**config.mk**
```make
export PLATFORM = sky130hd
export DESIGN_NAME = lcd_timing_pattern_gen
export DESIGN_NICKNAME = d
export VERILOG_FILES = /design/src/rtl/lcd_timing_pattern_gen.sv
export SDC_FILE = /design/constraint.sdc
export NUM_CORES = 1
export LEC_CHECK = 0
export CORE_MARGIN = 10
export CORE_UTILIZATION = 58
export CTS_CLUSTER_DIAMETER = 30
export DETAILED_ROUTE_END_ITERATION = 8
export PLACE_DENSITY = 0.87
export SETUP_SLACK_MARGIN = 0.05
export SLEW_MARGIN = 20
export SYNTH_ARGS = -nofsm -noshare
export SYNTH_HDL_FRONTEND = slang
export SYNTH_SLANG_ARGS = --single-unit
```
**constraint.sdc**
```tcl
create_clock -name clk -period 8.8 [get_ports clk]
set_input_delay 1.76 -clock clk [delete_from_list [all_inputs] [get_ports clk]]
set_output_delay 1.76 -clock clk [all_outputs]
set_load 0.02 [all_outputs]
```
**src/rtl/lcd_timing_pattern_gen.sv**
```systemverilog
`timescale 1ns/1ps
`default_nettype none
// ============================================================================
// Module      : lcd_timing_pattern_gen
// Description : RGB-LCD timing generator (hsync/vsync/de) with run-time
//               selectable test patterns, frame counter and enable/standby
//               sequencing. All panel pins are registered.
// Revision    : 1.0 - initial release
// ============================================================================
module lcd_timing_pattern_gen #(
    parameter int H_ACTIVE  = 480,
    parameter int H_FP      = 8,
    parameter int H_SYNC    = 4,
    parameter int H_BP      = 43,
    parameter int V_ACTIVE  = 272,
    parameter int V_FP      = 4,
    parameter int V_SYNC    = 4,
    parameter int V_BP      = 12,
    parameter int COLOR_W   = 8,
    parameter int GRID_LOG2 = 4,
    parameter bit SYNC_POL  = 1'b0,
    parameter bit REV_DEF   = 1'b0
) (
    input  logic                   clk,
    input  logic                   rst,
    input  logic                   en,
    input  logic [1:0]             mode,
    input  logic [3*COLOR_W-1:0]   solid_rgb,
    output logic                   hsync,
    output logic                   vsync,
    output logic                   de,
    output logic [COLOR_W-1:0]     r,
    output logic [COLOR_W-1:0]     g,
    output logic [COLOR_W-1:0]     b,
    output logic                   rev,
    output logic                   stby,
    output logic [15:0]            frame_cnt,
    output logic                   frame_sof
);

    function automatic int f_max(input int a, input int b);
        return (a > b) ? a : b;
    endfunction

    localparam int c_H_TOT = H_ACTIVE + H_FP + H_SYNC + H_BP;
    localparam int c_V_TOT = V_ACTIVE + V_FP + V_SYNC + V_BP;

    // Counters are at least as wide as the pattern slices taken from them.
    localparam int c_H_W = f_max(f_max($clog2(c_H_TOT), COLOR_W), GRID_LOG2);
    localparam int c_V_W = f_max($clog2(c_V_TOT), GRID_LOG2);

    localparam logic [c_H_W-1:0] c_H_LAST = c_H_W'(c_H_TOT - 1);
    localparam logic [c_H_W-1:0] c_H_ACT  = c_H_W'(H_ACTIVE);
    localparam logic [c_H_W-1:0] c_HS_BEG = c_H_W'(H_ACTIVE + H_FP);
    localparam logic [c_H_W-1:0] c_HS_END = c_H_W'(H_ACTIVE + H_FP + H_SYNC);
    localparam logic [c_V_W-1:0] c_V_LAST = c_V_W'(c_V_TOT - 1);
    localparam logic [c_V_W-1:0] c_V_ACT  = c_V_W'(V_ACTIVE);
    localparam logic [c_V_W-1:0] c_VS_BEG = c_V_W'(V_ACTIVE + V_FP);
    localparam logic [c_V_W-1:0] c_VS_END = c_V_W'(V_ACTIVE + V_FP + V_SYNC);

    // Colour-bar width in pixels; a sub-counter replaces a divide by it.
    localparam int                c_BAR_PX   = H_ACTIVE / 8;
    localparam int                c_BAR_CW   = f_max(1, $clog2(c_BAR_PX));
    localparam logic [c_BAR_CW-1:0] c_BAR_LAST = c_BAR_CW'(c_BAR_PX - 1);

    localparam logic c_SYNC_IDLE = ~SYNC_POL;

    typedef enum logic [0:0] {
        S_IDLE = 1'b0,
        S_RUN  = 1'b1
    } state_t;

    state_t                r_state;
    state_t                w_state_next;
    logic [c_H_W-1:0]      r_h;
    logic [c_V_W-1:0]      r_v;
    logic [c_BAR_CW-1:0]   r_bar_cnt;
    logic [2:0]            r_bar_idx;
    logic [1:0]            r_mode;
    logic [3*COLOR_W-1:0]  r_solid;

    logic                  w_run;
    logic                  w_line_end;
    logic                  w_frame_end;
    logic                  w_sof_pt;
    logic                  w_h_act;
    logic                  w_de;
    logic                  w_hs_act;
    logic                  w_vs_act;
    logic                  w_white;
    logic [1:0]            w_mode_cur;
    logic [3*COLOR_W-1:0]  w_solid_cur;
    logic [3*COLOR_W-1:0]  w_rgb;

    assign w_run       = (r_state == S_RUN);
    assign w_line_end  = (r_h == c_H_LAST);
    assign w_frame_end = w_line_end && (r_v == c_V_LAST);
    assign w_sof_pt    = (r_h == '0) && (r_v == '0);
    assign w_h_act     = (r_h < c_H_ACT);

    // At the frame origin the live inputs apply, so the first pixel already
    // uses the newly latched mode; elsewhere the latched copy is held.
    assign w_mode_cur  = w_sof_pt ? mode      : r_mode;
    assign w_solid_cur = w_sof_pt ? solid_rgb : r_solid;

    assign rev = REV_DEF;

    // State register.
    always_ff @(posedge clk or posedge rst) begin
        if (rst) r_state <= S_IDLE;
        else     r_state <= w_state_next;
    end

    // Next state: leave RUN only on the last clock of a frame.
    always_comb begin
        w_state_next = r_state;
        case (r_state)
            S_IDLE:  if (en) w_state_next = S_RUN;
            S_RUN:   if (!en && w_frame_end) w_state_next = S_IDLE;
            default: w_state_next = S_IDLE;
        endcase
    end

    // Horizontal / vertical position counters, held at 0 while idle.
    always_ff @(posedge clk or posedge rst) begin
        if (rst) begin
            r_h <= '0;
            r_v <= '0;
        end else if (!w_run) begin
            r_h <= '0;
            r_v <= '0;
        end else if (w_line_end) begin
            r_h <= '0;
            r_v <= w_frame_end ? '0 : r_v + 1'b1;
        end else begin
            r_h <= r_h + 1'b1;
        end
    end

    // Colour-bar sub-counter: pixel within bar and bar index along the line.
    always_ff @(posedge clk or posedge rst) begin
        if (rst) begin
            r_bar_cnt <= '0;
            r_bar_idx <= '0;
        end else if (!w_run || w_line_end) begin
            r_bar_cnt <= '0;
            r_bar_idx <= '0;
        end else if (w_h_act) begin
            if (r_bar_cnt == c_BAR_LAST) begin
                r_bar_cnt <= '0;
                r_bar_idx <= r_bar_idx + 1'b1;
            end else begin
                r_bar_cnt <= r_bar_cnt + 1'b1;
            end
        end
    end

    // Pattern selection is latched once per frame.
    always_ff @(posedge clk or posedge rst) begin
        if (rst) begin
            r_mode  <= '0;
            r_solid <= '0;
        end else begin
            r_mode  <= w_mode_cur;
            r_solid <= w_solid_cur;
        end
    end

    // Region decode and pixel pattern for the current counter position.
    always_comb begin
        w_de     = w_run && w_h_act && (r_v < c_V_ACT);
        w_hs_act = w_run && (r_h >= c_HS_BEG) && (r_h < c_HS_END);
        w_vs_act = w_run && (r_v >= c_VS_BEG) && (r_v < c_VS_END);
        w_white  = (r_h[GRID_LOG2-1:0] == '0) || (r_v[GRID_LOG2-1:0] == '0);
        w_rgb    = '0;
        if (w_de) begin
            case (w_mode_cur)
                2'd0: w_rgb = w_solid_cur;
                2'd1: w_rgb = {{COLOR_W{r_bar_idx[2]}},
                               {COLOR_W{r_bar_idx[1]}},
                               {COLOR_W{r_bar_idx[0]}}};
                2'd2: w_rgb = w_white ? '1 : '0;
                default: w_rgb = {3{r_h[COLOR_W-1:0]}};
            endcase
        end
    end

    // Registered panel pins, one clock behind the counters.
    always_ff @(posedge clk or posedge rst) begin
        if (rst) begin
            hsync     <= c_SYNC_IDLE;
            vsync     <= c_SYNC_IDLE;
            de        <= 1'b0;
            r         <= '0;
            g         <= '0;
            b         <= '0;
            stby      <= 1'b0;
            frame_sof <= 1'b0;
        end else begin
            hsync     <= w_hs_act ^ c_SYNC_IDLE;
            vsync     <= w_vs_act ^ c_SYNC_IDLE;
            de        <= w_de;
            r         <= w_rgb[3*COLOR_W-1:2*COLOR_W];
            g         <= w_rgb[2*COLOR_W-1:COLOR_W];
            b         <= w_rgb[COLOR_W-1:0];
            stby      <= (w_state_next == S_RUN);
            frame_sof <= w_run && w_sof_pt;
        end
    end

    // Completed-frame counter; holds while idle.
    always_ff @(posedge clk or posedge rst) begin
        if (rst)                      frame_cnt <= '0;
        else if (w_run && w_frame_end) frame_cnt <= frame_cnt + 1'b1;
    end

endmodule
`default_nettype wire

```
==> results of run 1 <==
[cell usage after synthesis, drive strengths merged, types with 2 or more instances]
master / instances / area (um^2)
a21oi: 32 / 160
and3: 5 / 37.5
and4: 2 / 18.8
buf: 16 / 143
clkbuf: 2 / 7.51
dfrtp: 97 / 2430
dfstp: 2 / 52.6
ha: 8 / 100
inv: 14 / 52.6
mux2i: 3 / 42.5
nand2: 99 / 379
nand2b: 3 / 18.8
nand3: 17 / 85.1
nand4: 6 / 37.5
nor2: 33 / 124
nor2b: 4 / 25.0
nor3: 7 / 56.3
nor4: 5 / 52.6
nor4b: 2 / 17.5
o21a: 4 / 33.8
o21ai: 10 / 50.1
o221a: 24 / 270
o31ai: 2 / 20.0
or3: 5 / 31.3
or4: 2 / 22.5
xnor2: 12 / 105
xor2: 17 / 149
[routing by layer]
metal  up-vias  share of wire, %
met3        13               5.7
met2       132                51
met1      1758                42
met5         -                 0
met4         0               1.3
li1       1686                 -
[per-stage QoR]
step           power (mW)  hold WS (ps)  worst slack, ps  util [%]
6_report            0.882           470             5480      72.3
5_1_grt             0.911           487             5420      72.3
4_1_cts             0.887           472             5510      72.3
3_5_place_dp        0.573           450             5200      69.5
3_3_place_gp        0.570           443             5280      69.5
2_1_floorplan       0.530           433             4450         -
[layout make-up]
type / instances / share of cell area, %
multi-input combinational: 316 / 35.4
clock inverter: 6 / 1.58
tap: 102 / 2.27
clock buffer: 10 / 2.27
inverter: 14 / 0.981
timing repair buffer: 75 / 13.3
sequential: 99 / 44.2
[critical path: cells and delay by family]
family / cells / cell delay, ps
compound gates: 3 / 560
buf+inv: 1 / 580
mux: 1 / 660
[cells by family (layout without fill, tap and decap cells)]
kind of cell / count (synthesis) / in the layout
simple gates: 195 / 195
flops: 99 / 99
compound gates: 79 / 79
buf+inv: 33 / 105
xor+xnor: 29 / 29
fa+ha+maj: 8 / 8
mux: 4 / 4
other cells: 1 / 1
[state kept, by name, summed over array words and instances, names as in the netlist]
signal	cells
b	8
de	1
frame_cnt	16
frame_sof	1
g	8
hsync	1
r	8
r_bar_cnt	6
r_bar_idx	3
r_h	10
r_mode	2
r_solid	24
r_v	9
stby	1
vsync	1
[report_power, final]
group	switching [mW]	total, mW	leakage, nW	internal [mW]
sequential	0.00570	0.476	1.22	0.470
combinational	0.0456	0.0874	1.11	0.0418
clock	0.158	0.319	0.103	0.161
[final timing paths]
| path | slack [ps] | start | depth (start not counted) | to |
|---|---|---|---|---|
| hold reg to reg | 470 | r_solid[8] | 2 | r_solid[8] |
| setup reg to reg | 5800 | r_h[5] | 6 | b[5] |
| hold / removal | 470 | r_solid[8] | 2 | r_solid[8] |
| max in group asynchronous | 5880 | rst | 3 | b[2] |
| min in group asynchronous | 1670 | rst | 2 | frame_cnt[13] |
| setup / recovery | 5480 | mode[1] | 5 | b[5] |
[cell usage in the layout, fill, tap and decap left out, types with 2 or more instances in the layout]
master,instances
a21oi_1,32
and3_1,3
buf_4,2
bufinv_16,2
clkbuf_8,9
clkdlybuf4s50_1,73
clkinvlp_4,2
dfrtp_1,97
dfstp_2,2
ha_1,8
inv_1,13
mux2i_1,2
nand2_1,98
nand2b_1,3
nand3_1,17
nand4_1,6
nor2_1,33
nor2b_1,4
nor3_1,4
nor3_2,2
nor4_1,3
nor4b_1,2
o21a_2,3
o21ai_0,10
o221a_1,24
or3_1,5
or4_4,2
xnor2_1,12
xor2_1,17
==> metrics, run 1 <==
status=finished, final reports clean; CTS HTree Levels=3; Worst Hold Class=reg -> reg; critical-path cell list=clkdlybuf4s50_1, a21oi_1, mux2i_4, a21oi_1, o221a_1; Starting Density=60.1%; minimum clock period=3320 ps; area grow syn2layout=20.3%; Post-synth EDFFs=0; design area=5610 um^2; Mapped Area=4670 um^2; CTS sink count=99; Tcrit/Tclk final=37.7%; share of layout cells above drive strength 1=8.08%; Hold-fix buffers, CTS=0; initial antenna violation count=0; die area=12,000 um^2; main combinational cell family by area after synthesis=simple AND/OR/NAND/NOR gates; Yosys cell types=55; Peak Freq=301 MHz; DR iter-0 viols=203; Worst path slowest cell=mux2i_4; Leak=2.43 nW; Global Route met1 Usage=24.1%; core area=7770 um^2; Final TNS setup=0 ps; Via density=5.77; first-pass GRT wire length=18,200 um; PostCTS Resize Cnt=0; CP dominant cell by count=a21oi_1; global-route usage over all layers=19.0%; area share of and/or/nand/nor cells after synthesis=20.3%; GR peak layer=met2; Post-Place Cells=606; Worst Max-Slew Pin Slew=970 ps; CTS tree=done; sequential share of the synthesized area=53.1%; storage element area=2480 um^2; footprint of the multi-input gates=1990 um^2; WP data required=9050 ps; yosys warns=0; gpl congestion=0.837; FP Rows=32; Most used DFF post-synth=dfrtp_1; Placed Area=5400 um^2; grt met3 use=3.69%; Max-Cap Viols=0; Critical Path AT=3570 ps; total inserted antenna cells=0; Congestion Overflow GR=0; port bufs=73; drt pass-1 iters=5; Seq cells post-synth=99; root buf cell=clkbuf_8; Die Y=110 um; Fillers=564; final HPWL from detailed placement=7470 um; final net count=552; largest net degree at the start of global routing=80; CP peak stage delay=660 ps; Critical Path Source Type=primary input; Synth Area in Adders=2.14%; IO Count=75; WS Path Type=in -> reg; Final Setup Violations=0; worst-path fanout max=24; Mapped Cells=448; vias in the first global route=3,705; ys async rst share=100%; Total Wirelength=10,900 um; Residual DRC=0; via count=3,589; Synth Area in Compound Gates=13.2%; Setup crit end kind=flip-flop; RSZ-0062 raised after global routing=false; Routed Antenna Nets=0; Chip Width=110 um; post-CTS setup buffer count=0; Pwr Density=157 nW/um^2; Peak VDD IR=0.0000930 V; fin cells=622; TritonCTS buffer count=9; Slew Viols, Final=0; Post-Synth XOR/XNOR Area=5.44%; synthesized area per cell=10.4 um^2; Hold Fails Final Rpt=0; syn nets=485; clk_lat worst skew=370 ps; slew margin rel.=35.3%; Max Root-Sink Buffers=2; Clock transition at path regs=90 ps; M2 GR Usage=32.2%; WL per Instance=17.5 um; post-synthesis mux area share=1.15%; Fin Clk Skew=14.6 ps
Power figures use the tool's default switching activity.
==> run 2, diff against run 1 <==
CORE_UTILIZATION = 48   (was 58)
PLACE_DENSITY = 0.77   (was 0.87)
clock period = 2.9 ns   (was 8.8 ns; I/O delays follow)
==> run 2 against run 1 <==
  * Cell area grew 1.9%
  * Hold slack lost 3.2 ps
  * Utilization shrank 11 points
  * Combinational power grew to 3.2 times the previous value
  * Count of clock-buffer cells in the layout is the same
  * Non-clock buffer count grew 10
  * Flip-flop and latch count is the same
  * Worst setup slack lost 5100 ps
  * Critical endpoint is now b[2]
  * Highest routed layer unchanged
==> metrics, run 2 (synthesized netlist as in run 1, its figures left out) <==
Starting Density=49.8% (-10 points); Via density=5.43 (-5.9%); Clock transition at path regs=100 ps (about the same); minimum clock period=2540 ps; total inserted antenna cells=0 (unchanged); Hold Fails Final Rpt=0 (unchanged); share of layout cells above drive strength 1=10.0% (+1.9 points); largest net degree at the start of global routing=100 (+25%); commonest non-fill, non-tap cells in the layout=nand2_1, dfrtp_1, clkdlybuf4s50_1; Final Setup Violations=0 (unchanged); Pwr Density=447 nW/um^2 (+180%); area grow syn2layout=22.5%; global-route usage over all layers=15.7% (-3.3 points); drt pass-1 iters=5 (unchanged); CP delay by family, top=simple AND/OR/NAND/NOR gates; PostCTS Resize Cnt=0 (unchanged); CP peak stage delay=610 ps (-50 ps); Worst Hold Class=reg -> reg; Die Y=119 um (+8.1%); Hold-fix buffers, CTS=0 (unchanged); Worst Max-Slew Pin Slew=559 ps (-411 ps); Leak=2.48 nW (+1.8%); initial antenna violation count=0 (unchanged); gpl congestion=0.848 (+1.3%); Routed Antenna Nets=0 (unchanged); via count=3,580 (-0.25%); die area=14,100 um^2 (+17%); IO Count=75 (unchanged); post-CTS setup buffer count=0 (unchanged); root buf cell=clkbuf_8; status=finished, final reports clean; final HPWL from detailed placement=7960 um (+6.5%); WL per Instance=16.7 um (-4.4%); Fillers=806 (+43%); first-pass GRT wire length=18,500 um (+1.6%); Peak Freq=393 MHz; Buf/Inv on CP=1 (unchanged); Fin Clk Skew=18.2 ps (+3.62 ps); Critical Path AT=2840 ps (-730 ps); WP data required=3190 ps (-5860 ps); total power=2.55 mW (+190%); Final TNS setup=0 ps (unchanged); vias in the first global route=3,570 (-3.6%); critical-path cell list=or4_4, nor3_4, and2_2, buf_4, nand2_1, a21oi_1, o221a_1; Residual DRC=0 (unchanged); end of the worst hold path=frame_cnt[15]; TritonCTS buffer count=9 (unchanged); Slew Viols, Final=0 (unchanged); Max-Cap Viols=0 (unchanged); WS Path Type=reg -> reg; CTS sink count=99 (unchanged); Max Root-Sink Buffers=2 (unchanged); Tcrit/Tclk final=87.7%; Worst Setup SP=r_h[6]; CTS tree=done; Hold Slack=467 ps (-3.17 ps); Critical Path Source Type=flip-flop; slew margin rel.=62.6% (+27 points); port bufs=73 (unchanged); commonest non-fill, non-tap cell in the layout=nand2_1; Setup crit end kind=flip-flop; final net count=562 (+1.8%); Reg2Reg Depth=7 (+1); core area=9370 um^2 (+21%); worst-path fanout max=9 (-63%); Worst path slowest cell=or4_4; max FFs per register=24 (unchanged); Largest Register=r_solid; RSZ-0062 raised after global routing=false; Congestion Overflow GR=0 (unchanged); FF-to-FF End=b[2]; Peak VDD IR=0.000282 V (+200%); FF-to-FF setup slack=360 ps (-5440 ps); clk_lat worst skew=360 ps (about the same); CTS HTree Levels=3 (unchanged); Chip Width=119 um (+8.1%); beginning of the worst register-to-register path=r_h[6]; Total Wirelength=11,000 um (+1.2%); hold path cells=1 (-1); HP Start=frame_cnt[15]; DR iter-0 viols=293 (+44%); FP Rows=35 (+9.4%); Largest regs=r_solid: 24 flops, frame_cnt: 16 flops, r_h: 10 flops
## run 2: how the worst max path moves through the flow
stage | to | slack [ps] | cells after the start
detailed placement | g[6] | 430 | 7
global placement | b[5] | 440 | 7
CTS | b[5] | 400 | 7
floorplan | b[3] | 650 | 8
finish | b[2] | 360 | 7
global route | frame_cnt[15] | 100 | 6
## run 2: report_power, final
group	total [mW]	switching, mW	internal, mW
clock	0.834	0.491	0.343
sequential	1.44	0.0153	1.43
combinational	0.276	0.143	0.133
total	2.55	0.650	1.90
## run 2: cell type report
| cell class | instances | area, um^2 | share of cell area [%] |
|---|---|---|---|
| well taps | 129 | 161 | 2.82 |
| clock buffers | 10 | 138 | 2.41 |
| flip-flops and latches | 99 | 2480 | 43.4 |
| repair buffers | 85 | 846 | 14.8 |
| multi-input cells | 316 | 1990 | 34.8 |
| clock inverters | 6 | 47.5 | 0.832 |
| inverters | 14 | 56.3 | 0.985 |
## run 2: stage by stage
| step | util (%) | setup slack, ps | cells | area, um^2 |
|---|---|---|---|---|
| after floorplan | - | 649 | 448 | 4670 |
| after global placement | 59.0 | 441 | 643 | 5530 |
| after detailed placement | 59.0 | 428 | 643 | 5530 |
| after CTS | 61.0 | 405 | 659 | 5720 |
| after global routing | 61.0 | 101 | 659 | 5720 |
| final | 61.0 | 356 | 659 | 5720 |
## run 2: worst reg2reg max path, stage by stage, from the launching register on
cell,delay [ps]
dfrtp_1,490
or4_4,610
nor3_4,280
and2_2,310
buf_4,210
nand2_1,80
a21oi_1,250
o221a_1,240
## run 2: metal layers
| metal | wire, um | global-route usage, % | part of all wire [%] | vias to the layer above |
|---|---|---|---|---|
| met1 | 4870 | 20.5 | 44 | 1790 |
| met5 | 0 | 0 | 0 | - |
| met4 | 159 | 4.27 | 1.4 | 0 |
| met2 | 5490 | 25.4 | 50 | 82 |
| met3 | 469 | 3.62 | 4.3 | 12 |
| li1 | - | - | - | 1696 |
==> run 3, diff against run 2 <==
CORE_UTILIZATION = 54   (was 48)
MAX_ROUTING_LAYER = met4   (was default)
PLACE_DENSITY = 0.81   (was 0.77)
clock period = 2.7 ns   (was 2.9 ns; I/O delays follow)
==> run 3 against run 2 <==
  * Flip-flop and latch count stayed put
  * Combinational power is 8.7% higher
  * Hold slack better by 5.4 ps
  * Critical path type unchanged
  * Global-route usage grew 2.8 points
  * Largest power group unchanged
  * Critical path depth up 3
  * Total power up 11%
==> metrics, run 3 (synthesized netlist as in run 1, its figures left out) <==
drt pass-1 iters=4 (-1); DR iter-0 viols=240 (-18%); Hold Slack=472 ps (+5.38 ps); max FFs per register=24 (unchanged); sequential power share=54.6% (-1.9 points); final worst-path setup slack=180 ps (-176 ps); commonest non-fill, non-tap cell in the layout=nand2_1; Fin Clk Skew=7.52 ps (-10.7 ps); Post-Place Cells=627 (-2.5%); Total Wirelength=11,500 um (+5.1%); port bufs=73 (unchanged); combinational power share=10.5% (-0.3 points); fin cells=644 (-2.3%); FP Rows=33 (-5.7%); Setup crit end kind=flip-flop; WL per Instance=17.9 um (+7.5%); Residual DRC=0 (unchanged); minimum clock period=2520 ps (-23.6 ps); Max-Cap Viols=0 (unchanged); Pwr Density=489 nW/um^2 (+9.5%); CTS tree=done; first-pass GRT wire length=19,000 um (+2.6%); IO Count=75 (unchanged); Peak Freq=397 MHz (+0.94%); share of layout cells above drive strength 1=11.9% (+1.9 points); Hold Fails Final Rpt=0 (unchanged); Peak VDD IR=0.000307 V (+9.0%); Worst path slowest cell=or3b_2; CTS HTree Levels=3 (unchanged); RSZ-0062 raised after global routing=false; design area=5820 um^2 (+1.8%); Hold-fix buffers, CTS=0 (unchanged); post-CTS setup buffer count=0 (unchanged); final net count=571 (+1.6%); final HPWL from detailed placement=8140 um (+2.2%); WP data required=3000 ps (-190 ps); commonest non-fill, non-tap cells in the layout=nand2_1, dfrtp_1, clkdlybuf4s50_1; worst-path fanout max=12 (+3); largest net degree at the start of global routing=31 (-69%); sw frac=24.7% (-0.70 points); total inserted antenna cells=0 (unchanged); total power=2.84 mW (+11%); gpl congestion=0.877 (+3.4%); status=finished, final reports clean; die area=12,800 um^2 (-9.3%); Clock transition at path regs=100 ps (about the same); via count=3,684 (+2.9%); CP delay by family, top=simple AND/OR/NAND/NOR gates; critical-path cell list=inv_1, ha_1, or3b_2, nor3_4, nand2_4, buf_4, mux2i_4, buf_4, a21oi_1, o221a_1; clk_lat worst skew=360 ps (about the same); Largest regs=r_solid: 24 flops, frame_cnt: 16 flops, r_h: 10 flops; pre-CTS setup slack=158 ps (-270 ps); global-route usage over all layers=18.5% (+2.8 points); Psw=704 uW (+8.3%); Starting Density=56.2% (+6.4 points); Tcrit/Tclk final=93.3% (+5.6 points); CTS sink count=99 (unchanged); Worst Max-Slew Pin Slew=689 ps (+130 ps); internal power=2.14 mW (+12%); core area=8300 um^2 (-11%); root buf cell=clkbuf_8; Critical Path AT=2820 ps (-20 ps); Buf/Inv on CP=3 (+2); CP dominant cell by count=buf_4; TritonCTS buffer count=9 (unchanged); Clock Power Share=34.8% (+2.1 points); initial antenna violation count=0 (unchanged); slew margin rel.=54.0% (-8.7 points); Worst Hold Class=reg -> reg; Max Root-Sink Buffers=2 (unchanged); Fillers=636 (-21%); Slew Viols, Final=0 (unchanged); Via density=5.72 (+5.3%); Leak=2.53 nW (+2.1%); Placed Area=5570 um^2 (+0.77%); Largest Register=r_solid; Die Y=113 um (-4.8%); Critical Path Source Type=flip-flop; vias in the first global route=3,727 (+4.4%); CP peak stage delay=500 ps (-110 ps); PostCTS Resize Cnt=0 (unchanged); Routed Antenna Nets=0 (unchanged); Chip Width=113 um (-4.8%); final core utilization=70.1% (+9.1 points); Final Setup Violations=0 (unchanged); Congestion Overflow GR=0 (unchanged); area grow syn2layout=24.6%; WS Path Type=reg -> reg; Final TNS setup=0 ps (unchanged)
==> run 3: path summary, 6_finish.rpt <==
kind,start,endpoint,cells after the start,slack [ps]
worst max-delay path,r_v[0],b[2],10,180
worst min-delay path,r_solid[4],r_solid[4],2,470
worst max register to register,r_v[0],b[2],10,180
worst min register to register,r_solid[4],r_solid[4],2,470
max in group asynchronous,rst,r_bar_cnt[2],3,1430
min in group asynchronous,rst,r_solid[21],2,630
==> run 3: final cells by class <==
cell class	instances	area (um^2)	area share, %
Timing Repair Buffer	93	918	15.8
Inverter	14	56.3	0.968
Sequential cell	99	2480	42.6
Multi-Input combinational cell	317	2020	34.8
Clock buffer	10	138	2.37
Tap cell	105	131	2.26
Clock inverter	6	71.3	1.23
==> run 3: power by group through the flow <==
stage | sequential, mW | clock [mW] | combinational [mW]
2_1_floorplan | 1.62 | 0 | 0.109
3_3_place_gp | 1.58 | 0 | 0.289
3_5_place_dp | 1.58 | 0 | 0.297
4_1_cts | 1.55 | 1.00 | 0.298
5_1_grt | 1.56 | 1.06 | 0.320
6_report | 1.55 | 0.991 | 0.300
==> run 3: worst register-to-register path, delay by kind of cell, from the launching register on <==
kind / cells / cell delay, ps
simple gates: 3 / 820
buf+inv: 3 / 490
flops: 1 / 440
compound gates: 2 / 380
mux: 1 / 190
fa+ha+maj: 1 / 130
==> run 3: routing by layer <==
metal | share of wire (%) | up-vias | GRT usage (%)
li1 | - | 1725 | -
met1 | 43 | 1832 | 22.9
met2 | 50 | 109 | 30.3
met3 | 5.0 | 18 | 3.01
met4 | 1.5 | 0 | 5.92
met5 | 0 | - | -
